--- src/rtl/dmux_pkg.sv ---
// Shared constants for the 8-way 16-bit write distributor.
// Lane count and select width are fixed together.
package dmux_pkg;
  localparam int WIDTH = 16;
  localparam int LANES = 8;
  localparam int SEL_W = 3;

  localparam logic MODE_SEL = 1'b0;
  localparam logic MODE_RR  = 1'b1;
endpackage

--- src/rtl/lane_reg.sv ---
// One-entry holding register for a single output lane.
// A load wins over a same-cycle drain, so the lane stays valid.
module lane_reg
  import dmux_pkg::*;
(
  input  logic             clk,
  input  logic             rst_n,
  input  logic             ld,
  input  logic [WIDTH-1:0] d,
  input  logic             rdy,
  output logic [WIDTH-1:0] q,
  output logic             vld
);

  always_ff @(posedge clk or negedge rst_n) begin
    if (!rst_n) begin
      q   <= '0;
      vld <= 1'b0;
    end else if (ld) begin
      q   <= d;
      vld <= 1'b1;
    end else if (vld && rdy) begin
      vld <= 1'b0;
    end
  end

endmodule

--- src/rtl/dmux8way16_dist.sv ---
// Steers a valid/ready word stream into 8 one-entry lanes,
// addressed by sel or by a strict round-robin pointer.
module dmux8way16_dist
  import dmux_pkg::*;
(
  input  logic                   clk,
  input  logic                   rst_n,
  input  logic [WIDTH-1:0]       in_data,
  input  logic                   in_valid,
  output logic                   in_ready,
  input  logic [SEL_W-1:0]       sel,
  input  logic                   mode,
  output logic [LANES*WIDTH-1:0] out_data,
  output logic [LANES-1:0]       out_valid,
  input  logic [LANES-1:0]       out_ready,
  output logic [SEL_W-1:0]       rr_ptr
);

  logic [SEL_W-1:0] r_rr_ptr;
  logic [SEL_W-1:0] w_tgt;
  logic             w_acc;
  logic [LANES-1:0] w_ld;

  assign w_tgt = (mode == MODE_RR) ? r_rr_ptr : sel;

  // in_ready depends only on lane state, never on in_valid
  assign in_ready = rst_n &
    (~out_valid[w_tgt] | out_ready[w_tgt]);

  assign w_acc = in_valid & in_ready;

  always_comb begin
    w_ld        = '0;
    w_ld[w_tgt] = w_acc;
  end

  always_ff @(posedge clk or negedge rst_n) begin
    if (!rst_n) begin
      r_rr_ptr <= '0;
    end else if (w_acc && mode == MODE_RR) begin
      r_rr_ptr <= r_rr_ptr + 1'b1;
    end
  end

  assign rr_ptr = r_rr_ptr;

  for (genvar g = 0; g < LANES; g++) begin : g_lane
    lane_reg u_lane (
      .clk   (clk),
      .rst_n (rst_n),
      .ld    (w_ld[g]),
      .d     (in_data),
      .rdy   (out_ready[g]),
      .q     (out_data[g*WIDTH +: WIDTH]),
      .vld   (out_valid[g])
    );
  end

endmodule

--- config.mk ---
export PLATFORM = sky130hd
export DESIGN_NAME = dmux8way16_dist
export DESIGN_NICKNAME = d
export VERILOG_FILES = /design/src/rtl/dmux_pkg.sv /design/src/rtl/lane_reg.sv /design/src/rtl/dmux8way16_dist.sv
export SDC_FILE = /design/constraint.sdc
export NUM_CORES = 1
export LEC_CHECK = 0
export CORE_MARGIN = 1.5
export CORE_UTILIZATION = 47
export DETAILED_ROUTE_END_ITERATION = 7
export PLACE_DENSITY_LB_ADDON = 0.12
export SLEW_MARGIN = 30
export SYNTH_ARGS = -nofsm -noshare
export SYNTH_HDL_FRONTEND = slang
export SYNTH_SLANG_ARGS = --single-unit
--- constraint.sdc ---
create_clock -name clk -period 3.35 [get_ports clk]
set_input_delay 0.8375 -clock clk [delete_from_list [all_inputs] [get_ports clk]]
set_output_delay 0.8375 -clock clk [all_outputs]
set_load 0.005 [all_outputs]
-- After elaboration in Yosys (flattened, before gate mapping)
Cells that the tools add are included.
- $add $sub $neg: 1
- magnitude comparators: 2
- muxes and demuxes: 23
- bitwise logic cells: 5
- reductions and logical operators: 18
- operator list (operator ; count):
    1-bit two-way mux ; 19
    2-bit nonzero test ; 8
    1-bit logical AND ; 10
    8-bit bitwise AND ; 1
    1-bit binary-select mux with 3-bit select ; 2
    3-bit by 4-bit < comparator with 1-bit output, second input constant ; 1
    3-bit by 1-bit adder with 3-bit output, second input constant ; 1
    1-bit demux with 3-bit select ; 1
    3-bit by 1-bit greater-or-equal comparator with 1-bit output, second input constant ; 1
    3-bit two-way mux ; 1
    1-bit bitwise AND ; 2
    1-bit inverter ; 1
    1-bit OR ; 1
- flip-flop bits (word level): 139
- bits of input ports: 31
- output and inout bits: 140
- logic and storage cells: 66

-- Logic depth before layout (Yosys ltp)
Gate-level depths: netlist of run 1.
- depth after elaboration: 9
- gate-level depth with buffers: 9
- mapped depth without buffers: 5

-- Modules after synthesis
Synthesis of run 1 repeated with hierarchy kept, for this count alone.
- cells, all modules: 345
- area total of the unflattened synthesis: 5888.1 um^2
- modules (own cells, without submodules) (module ; times used ; cells an instance ; area an instance (um^2) ; sequential area each (um^2)):
    lane_reg ; 8 ; 37 ; 683.2 ; 425.4
    dmux8way16_dist ; 1 ; 49 ; 422.9 ; 75.1

-- Least setup slack after synthesis of run 1
OpenSTA, ideal clock, no wires.
- kind: input -> register
- start: input mode
- end: register g_lane[5].u_lane.q[10]
- library setup time: 125 ps
- arrival: 3359 ps
- data required time: 3225 ps
- setup slack: -134 ps
- stages: 8
- path buffers: 3
- cells stage by stage: buf_4 -> mux2i_2 -> mux2_4 -> a221o_1 -> buf_6 -> a2111oi_4 -> buf_6 -> mux2_2
- cells in the longest elaborated chain, start to end: 8
- elaborated cells between the ends (all ways): 15
- those cells by class: order compare: 2; mux: 7; bitwise: 5; reduce/logical: 1
- RTL lines (element ; line ; text):
    from (decl) ; dmux8way16_dist.sv:12 ; input logic mode,
    3-bit two-way mux * ; dmux8way16_dist.sv:24 ; assign w_tgt = (mode == MODE_RR) ? r_rr_ptr : sel;
    1-bit binary-select mux with 3-bit select ; dmux8way16_dist.sv:28 ; (~out_valid[w_tgt] | out_ready[w_tgt]);
    1-bit two-way mux (not written as such) ; dmux8way16_dist.sv:28 ;
    1-bit inverter ; dmux8way16_dist.sv:28 ;
    1-bit OR ; dmux8way16_dist.sv:28 ;
    1-bit bitwise AND ; dmux8way16_dist.sv:27 ; assign in_ready = rst_n &
    1-bit bitwise AND ; dmux8way16_dist.sv:30 ; assign w_acc = in_valid & in_ready;
    8-bit bitwise AND (no line) * ; -- ;
    to (signal assigned) ; lane_reg.sv:17 ; q <= '0;
    to (signal assigned) ; lane_reg.sv:20 ; q <= d;
    to (decl) ; lane_reg.sv:11 ; output logic [WIDTH-1:0] q,
Every way passes the cells marked *; elsewhere a longest branch is shown, timed or not. The select of a mux whose other input is x is not followed.
A chain may end at the register's enable or synchronous reset.

-- Final worst setup path of run 1
- start: input sel[1]
- end: output in_ready
- cells in the longest elaborated chain, start to end: 6
- elaborated cells between the ends (all ways): 8
- those cells by class: mux: 5; bitwise: 3
- RTL lines (element ; line ; text):
    from (decl) ; dmux8way16_dist.sv:11 ; input logic [SEL_W-1:0] sel,
    3-bit two-way mux * ; dmux8way16_dist.sv:24 ;
    1-bit binary-select mux with 3-bit select ; dmux8way16_dist.sv:28 ;
    1-bit two-way mux (not written as such) ; dmux8way16_dist.sv:28 ;
    1-bit inverter ; dmux8way16_dist.sv:28 ;
    1-bit OR * ; dmux8way16_dist.sv:28 ;
    1-bit bitwise AND * ; dmux8way16_dist.sv:27 ;
    to (decl) ; dmux8way16_dist.sv:10 ; output logic in_ready,
Marked as above.

==> results of run 1 <==
[metal layers]
layer	up-vias	part of all wire [%]
met1	1947	41
li1	1701	-
met2	117	50
met3	30	6.1
met4	0	2.9
met5	-	0
[stage by stage]
step	total power, uW	hold slack (ns)	worst slack [ns]	utilization [%]
finish	7364	0.3114	0.1364	69.92
global route	7751	0.3175	0.06378	69.92
CTS	7417	0.2951	0.05624	69.63
detailed placement	5781	0.4951	-0.6788	65.36
global placement	5689	0.4712	-0.6523	65.32
floorplan	3833	0.4707	0.01503	-
[worst min path at each step]
stage                              to  depth (start not counted)
6_report        g_lane[4].u_lane.q[4]                          1
5_1_grt         g_lane[2].u_lane.q[4]                          1
3_5_place_dp    g_lane[4].u_lane.q[3]                          1
2_1_floorplan    g_lane[0].u_lane.vld                          1
3_3_place_gp   g_lane[0].u_lane.q[14]                          1
4_1_cts         g_lane[2].u_lane.q[4]                          1
[cells by family (layout without fill, tap and decap cells)]
kind of cell / after synthesis / after routing / synth area share, %
DFF: 139 / 139 / 60.43
adders and majority gates: 1 / 1 / 0.2174
AOI/OAI and AO/OA: 26 / 26 / 6.130
buffers and inverters: 31 / 250 / 3.674
xor gates and xnor gates: 2 / 2 / 0.3044
and+or+nand+nor: 16 / 16 / 1.435
muxes: 141 / 141 / 27.80
[layout make-up]
type	instances	share of cell area [%]
tap	147	2.199
inverter	11	0.4937
timing repair buffer	213	24.91
clock inverter	5	0.2992
multi-input combinational	186	25.00
sequential	139	41.59
clock buffer	21	5.506
[power groups by stage]
stage	clock [uW]	combinational (uW)	sequential, uW
finish	1580	2940	2850
global route	1680	3120	2950
CTS	1610	2950	2860
detailed placement	0	2910	2870
global placement	0	2860	2830
floorplan	0	947	2890
[Yosys cell counts]
library cell  instances  area (sq um)
a21boi_0              1         7.510
a21o_1                8         60.06
inv_1                11         41.29
buf_6                 7         78.83
nand4_1               1         6.260
mux2i_1               6         60.06
mux4_2                1         22.52
a32oi_1               1         8.760
nand3_1               4         20.02
clkbuf_1              1         3.750
mux2_2              129          1453
buf_4                11         82.58
mux2_4                1         15.01
a31oi_1               3         18.77
nor2b_1               1         6.260
a311oi_4              4         105.1
a2111oi_4             4         110.1
mux2_1                2         22.52
or4bb_1               1         11.26
buf_2                 1         5.000
a221o_1               1         10.01
a22oi_1               1         7.510
dfrtp_1             139          3478
mux2i_2               2         27.53
o21ai_0               1         5.000
a2bb2oi_2             1         15.01
nand4b_1              1         8.760
ha_1                  1         12.51
nor2_1                4         15.01
a21oi_1               1         5.000
xor2_1                2         17.52
nand2_1               4         15.01
[sequential cells by signal (all words and copies together), names as in the netlist]
register / flops
g_lane.u_lane.vld: 8
g_lane.u_lane.q: 128
rr_ptr: 3
[worst reg2reg max path, cell delays in order (launching register included)]
cell       delay [ns]
dfrtp_1          0.50
mux2i_4          0.24
buf_4            0.15
mux2_4           0.29
a221o_1          0.32
buf_4            0.23
a2111oi_4        0.39
buf_4            0.27
mux2_2           0.36
[what timing repair did]
| action | CTS | global route |
|---|---|---|
| gates resized for setup | 10 | 4 |
| buffers inserted | 3 | 4 |
| pin swaps | 0 | 1 |
| gates cloned | 0 | 0 |
| endpoints found under the setup margin | 64 | 1 |
==> out/results.txt, run 1 <==
CTS clock-pin slew for the worst setup and hold paths: 0.05 ns
TritonCTS clock tree: yes
Switching Share: 26.96%
Row count: 40
Detail Route Antenna Nets: 0
Max Cap Viol: 0
RSZ-0062 raised after global routing: no
Hold Vio Cnt, Final: 0
Worst-path fanout max: 3
Slew margin rel.: 47.23%
Number of diodes: 0
Worst Path Buf+Inv: 3
Avg Inst Size Synth: 16.17 sq um
Initial antenna violation count: 0
Clk Latency, worst-skew pair: 0.42 ns
GRT overflow: 0
CTS H-tree depth: 4
DP Cell Count: 689
Leading cell types in the layout, fill and taps excluded: clkdlybuf4s50_1 (165), dfrtp_1 (139), mux2_2 (129)
Final setup vio count: 0
Die span in x: 113.7 um
Critical R2R Launch: rr_ptr[1]
Initial Util: 48.12%
Cell Chain, Critical Path: dlygate4sd2_1 > mux2i_4 > buf_4 > mux2_4 > a221o_1 > a31oi_1 > clkbuf_2
Non-Filler Instances: 722
Worst EP arrival: 2.38 ns
DRC errors left: 0
Final net count: 600
Stages on worst setup path: 7
Via count: 3795
Most common cell after layout, fill and taps aside: clkdlybuf4s50_1
Worst path required time: 2.51 ns
First-pass GRT wire length: 22930 um
Pwr Density: 880.5 nW/um^2
Root buffer cell: clkbuf_16
# fillers: 836
Post-DP Area: 7818 sq um
Footprint of the multi-input gates: 2091 sq um
Clk sink count: 139
Status: completed
Post-route setup TNS: 0 ns
Post-detail-place hpwl: 10230 um
Boundary Pins: 171
Final worst path period share: 95.93%
Vias per std cell: 5.256
M3 GR Usage: 7.067%
Crit path launch type: primary input
Vias in the first global route: 4165
IO buf count: 170
Crit end category: primary output
Syn Nets: 388
Core Region: 11960 sq um
FF+latch area: 3478 sq um
Largest stage delay, worst path: 0.32 ns
Hold Buf Count CTS: 0
Met1 GRT Util: 28.79%
Largest net degree at the start of global routing: 86
YS warnings: 0
Design area: 8363 sq um
FF-to-FF setup slack: 0.49 ns
R2R cell count: 8
WL per Instance: 20.19 um
Clock Path Buffers: 2
Logic pwr share: 39.9%
Total length of routed wires: 14580 um
GR met2 Demand/Resource: 39.40%
Measured slew at the worst slew-check pin: 0.7915 ns
Worst Setup Path Type: in -> out
Cells after Synth: 356
Layout area overhead: 45.30%
Crit. Startpoint: sel[1]
DR iter-0 viols: 156
Global route hottest layer: met2
Sequential fraction of the synthesis area: 60.43%
Total GRT Usage: 23.83%
Clock network power share: 21.4%
Peak supply drop: 0.4971 mV
CTS buffer count: 17
Slowest library cell on the worst path: a221o_1
Clk_skew: 0.01025 ns
Final worst path period need: 3.214 ns
Netlist cell types: 32
CP endpoint: in_ready
Max Fclk: 0.3112 GHz
Placer Congestion: 0.8609
HP Class: in -> async
Cell class contributing the biggest share of worst-path delay: buffers and inverters
Chip height: 113.7 um
Flop pwr share: 38.7%
Layout cells sized above 1: 37.22%
Cell Area, Synth: 5756 sq um
Sw power: 1985 uW
Yosys reg bits: 139
Detailed Routing Iterations Pass 1: 4
Internal power: 5379 uW
Final Slew Violations: 0
P_leak: 0.003713 uW
Die ar.: 12920 sq um
Reg-to-Reg End: g_lane[4].u_lane.q[4]
Power figures use the tool's default switching activity.
==> inputs of run 2 (changes only) <==
Settings changed: SETUP_SLACK_MARGIN set to 0.1.
==> out/results.txt, run 2 (same netlist as run 1, synthesis figures left out) <==
Footprint of the multi-input gates: 2095 sq um
Layout area overhead: 46.35%
Hold Crit Depth: 1
Slew margin rel.: 53.08%
Placer Congestion: 0.8951
Status: completed
Row count: 40
IO buf count: 170
Total power: 7561 uW
Final net count: 592
Hold Path Sink: g_lane[0].u_lane.q[10]
RSZ-0062 raised after global routing: no
Cell Chain, Critical Path: clkdlybuf4s15_1 > mux2i_4 > buf_12 > mux2_4 > a221o_1 > a31oi_1 > buf_2
Post-detail-place hpwl: 9829 um
FF+latch area: 3478 sq um
Crit end category: primary output
Peak supply drop: 0.5277 mV
Worst Setup Path Type: in -> out
Core Region: 11960 sq um
Final worst path period share: 94.88%
Slowest library cell on the worst path: a221o_1
Root buffer cell: clkbuf_16
DRC errors left: 0
Max Fclk: 0.3146 GHz
Non-Filler Instances: 719
Worst-path fanout max: 7
Pwr Density: 897.6 nW/um^2
Die span in x: 113.7 um
Boundary Pins: 171
DP Cell Count: 687
Reg with most FFs: g_lane.u_lane.q
HP Class: reg -> reg
DR iter-0 viols: 164
Clock Path Buffers: 2
Clk Latency, worst-skew pair: 0.41 ns
Detail Route Antenna Nets: 0
CTS clock-pin slew for the worst setup and hold paths: 0.05 ns
Via count: 3739
Largest stage delay, worst path: 0.35 ns
TritonCTS clock tree: yes
Detailed Routing Iterations Pass 1: 4
FF-to-FF setup slack: 0.50 ns
Worst path required time: 2.51 ns
Final setup vio count: 0
CTS buffer count: 17
CTS H-tree depth: 4
First-pass GRT wire length: 22580 um
Chip height: 113.7 um
Number of diodes: 0
Max FFs per register: 128
Leading cell types in the layout, fill and taps excluded: clkdlybuf4s50_1 (165), dfrtp_1 (139), mux2_2 (127)
Vias in the first global route: 4052
Crit path launch type: primary input
Critical R2R Launch: rr_ptr[1]
WL per Instance: 20.02 um
Die ar.: 12920 sq um
Reg-to-Reg End: g_lane[7].u_lane.q[15]
Setup WS pre-CTS: -0.6893 ns
Vias per std cell: 5.200
Total GRT Usage: 23.61%
Initial antenna violation count: 0
# fillers: 796
Final Slew Violations: 0
Setup ws final: 0.1715 ns
Measured slew at the worst slew-check pin: 0.7038 ns
Worst EP arrival: 2.34 ns
GRT overflow: 0
Hold Vio Cnt, Final: 0
Worst hold slack: 0.4831 ns
Final worst path period need: 3.179 ns
Total length of routed wires: 14400 um
Largest net degree at the start of global routing: 57
Layout cells sized above 1: 36.54%
P_leak: 0.003730 uW
Clk sink count: 139
Max Cap Viol: 0
Clk_skew: 0.006812 ns
R2R cell count: 8
Most common cell after layout, fill and taps aside: clkdlybuf4s50_1
Post-route setup TNS: 0 ns
Hold Path Origin: g_lane[0].u_lane.q[10]
Initial Util: 48.12%
## run 2: cell types whose count changed in the layout (fill, tap and decap cells not counted), moves of 2 or more
cell       previous run  this run
clkbuf_8              2         4
bufinv_16             0         2
buf_12                5         7
buf_4                36        29
mux2_4                1         3
buf_6                 3         1
mux2_2              129       127
## run 2: critical path, delay by kind of cell
| family | cells | cell delay (ns) |
|---|---|---|
| mux | 2 | 0.48 |
| buf+inv | 3 | 0.51 |
| compound gates | 2 | 0.52 |
## run 2: power breakdown
part           total [uW]  internal, uW  switching [uW]
sequential           2860          2430             434
combinational        2870          1970             900
clock                1830          1170             660
total                7560          5570            1990
## run 2: final cells by class
cell class	count	area share [%]
clock buffer	24	5.838
clock inverter	7	1.055
inverter	11	0.4902
multi-input combinational	186	24.87
sequential	139	41.30
tap	147	2.184
timing repair buffer	205	24.27
## run 2: timing repair
action,4_1_cts,5_1_grt
setup buffers,1,0
endpoints found under the setup margin,129,1
hold buffers,0,0
gates resized for setup,12,3
pin swaps,1,2
## run 2: worst max path at each step
stage	from	endpoint	slack (ns)	cells after the start
5_1_grt	sel[1]	in_ready	0.11	7
6_report	sel[1]	in_ready	0.17	7
4_1_cts	sel[1]	in_ready	0.16	7
3_5_place_dp	mode	in_ready	-0.69	6
2_1_floorplan	mode	g_lane[5].u_lane.q[10]	0.06	8
3_3_place_gp	mode	in_ready	-0.64	6
## run 2: layer usage
layer / global-route usage (%) / up-vias / share of wire [%]
met5: 0 / - / 0
met4: 8.750 / 0 / 1.9
met3: 6.695 / 18 / 5.8
met2: 39.44 / 120 / 51
met1: 29.42 / 1919 / 41
li1: - / 1682 / -
## run 2: per-stage QoR
step                area [sq um]  utilization, %
floorplan                   5783               -
global placement            7819           65.37
detailed placement          7819           65.37
CTS                         8419           70.39
global route                8423           70.42
finish                      8423           70.42
==> inputs of run 3 (changes only) <==
Settings changed: CELL_PAD_IN_SITES_DETAIL_PLACEMENT set to 0, CELL_PAD_IN_SITES_GLOBAL_PLACEMENT set to 1, CORE_UTILIZATION 47 to 38, SKIP_LAST_GASP set to 1.
==> out/results.txt, run 3 (same netlist as run 1, synthesis figures left out) <==
Number of diodes: 0
First-pass GRT wire length: 23810 um
Detailed Routing Iterations Pass 1: 8
Total power: 7427 uW
Root buffer cell: clkbuf_16
Setup WS pre-CTS: -0.6749 ns
CTS clock-pin slew for the worst setup and hold paths: 0.06 ns
Placer Congestion: 0.8503
CTS H-tree depth: 4
IO buf count: 170
P_leak: 0.003740 uW
R2R cell count: 7
Leading cell types in the layout, fill and taps excluded: clkdlybuf4s50_1 (165), dfrtp_1 (139), mux2_2 (127)
Cell class contributing the biggest share of worst-path delay: multiplexers
Post-detail-place hpwl: 10600 um
Status: complete, but fails checks
Slowest library cell on the worst path: mux4_2
Max FFs per register: 128
Slew margin rel.: 49.84%
Hold Buf Count CTS: 0
Met1 GRT Util: 24.17%
Initial antenna violation count: 0
Worst Setup Path Type: in -> out
Clock Path Buffers: 2
Worst Path Buf+Inv: 2
Via count: 3786
Max Cap Viol: 0
WL per Instance: 19.67 um
Critical R2R Launch: rr_ptr[1]
Crit path launch type: primary input
Clk_skew: 0.005001 ns
Total length of routed wires: 15030 um
RSZ-0062 raised after global routing: no
Worst-path fanout max: 6
Cell Chain, Critical Path: clkdlybuf4s15_1 > mux2i_4 > mux2i_1 > mux4_2 > a31oi_1 > buf_2
GR met2 Demand/Resource: 33.39%
M3 GR Usage: 5.862%
DRC errors left: 6
Pwr Density: 878.3 nW/um^2
Max Fclk: 0.3160 GHz
Largest net degree at the start of global routing: 76
Global route hottest layer: met2
Failing checks: DRC
TritonCTS clock tree: yes
Die span in x: 126.1 um
DR iter-0 viols: 163
Final worst path period need: 3.165 ns
Vias per std cell: 4.955
Detail Route Antenna Nets: 0
Layout area overhead: 46.93%
Final worst path period share: 94.47%
Reg-to-Reg End: g_lane[7].u_lane.q[7]
Setup ws final: 0.1853 ns
Final setup vio count: 0
FF-to-FF setup slack: 0.62 ns
Layout Utilization: 57.75%
Clk Latency, worst-skew pair: 0.41 ns
Layout cells sized above 1: 37.76%
GRT overflow: 0
Total GRT Usage: 19.73%
Clk sink count: 139
Peak supply drop: 0.4288 mV
Row count: 44
Hold Vio Cnt, Final: 0
Die ar.: 15890 sq um
Crit end category: primary output
Core Region: 14640 sq um
Measured slew at the worst slew-check pin: 0.7457 ns
CTS buffer count: 17
Reg with most FFs: g_lane.u_lane.q
Largest stage delay, worst path: 0.49 ns
HP Class: in -> async
Initial Util: 39.30%
Vias in the first global route: 4147
Final net count: 600
Worst path required time: 2.51 ns
Boundary Pins: 171
Final Slew Violations: 0
Most common cell after layout, fill and taps aside: clkdlybuf4s50_1
Chip height: 126.1 um
Worst EP arrival: 2.33 ns
[run 3: cell types whose count changed in the layout (fill, tap and decap cells not counted), moves of 2 or more]
cell,change
clkbuf_1,-2
buf_4,+8
clkinv_2,+2
bufinv_16,-2
clkinv_4,+2
clkbuf_8,-2
buf_12,-2
[run 3: per-layer routing]
layer	vias up	share of wire (%)
met5	-	0
met4	0	1.6
met3	16	5.4
met2	107	50
met1	1961	43
li1	1702	-
[run 3: worst max-delay path by stage]
stage	endpoint	cells after the start	start	slack (ns)
finish	in_ready	6	sel[1]	0.19
detailed placement	in_ready	6	mode	-0.67
floorplan	g_lane[5].u_lane.q[10]	8	mode	0.06
CTS	in_ready	6	sel[1]	0.16
global route	in_ready	6	sel[1]	0.11
global placement	in_ready	5	mode	-0.64
[run 3: metrics by stage]
| step | TNS [ns] | cell area [sq um] | std cells | hold WS, ns |
|---|---|---|---|---|
| after floorplan | 0 | 5783 | 356 | 0.4707 |
| after global routing | 0 | 8457 | 764 | 0.2805 |
| after CTS | 0 | 8442 | 763 | 0.2704 |
| after global placement | -53.00 | 7890 | 729 | 0.4677 |
| final | 0 | 8457 | 764 | 0.2864 |
| after detailed placement | -58.64 | 7890 | 729 | 0.4827 |
[run 3: layout make-up]
| cell class | instances | area [sq um] |
|---|---|---|
| Clock inverter | 11 | 72.57 |
| Clock buffer | 20 | 456.7 |
| Inverter | 11 | 41.29 |
| Multi-Input combinational cell | 186 | 2095 |
| Sequential cell | 139 | 3478 |
| Fill cell | 1189 | 6187 |
| Timing Repair Buffer | 213 | 2083 |
| Tap cell | 184 | 230.2 |
[run 3: what timing repair did]
| action | CTS | global route |
|---|---|---|
| pin swaps | 1 | 1 |
| gates resized for setup | 12 | 2 |
| setup buffers | 3 | 1 |
| cloned | 0 | 0 |
| endpoints found under the setup margin | 129 | 1 |
| hold endpoints to repair | 0 | 0 |
[run 3: power breakdown]
| part | switching (uW) | leakage (uW) | internal (uW) | total [uW] |
|---|---|---|---|---|
| combinational | 928 | 0.00172 | 1980 | 2910 |
| sequential | 421 | 0.00175 | 2430 | 2850 |
| clock | 689 | 0.000266 | 977 | 1670 |
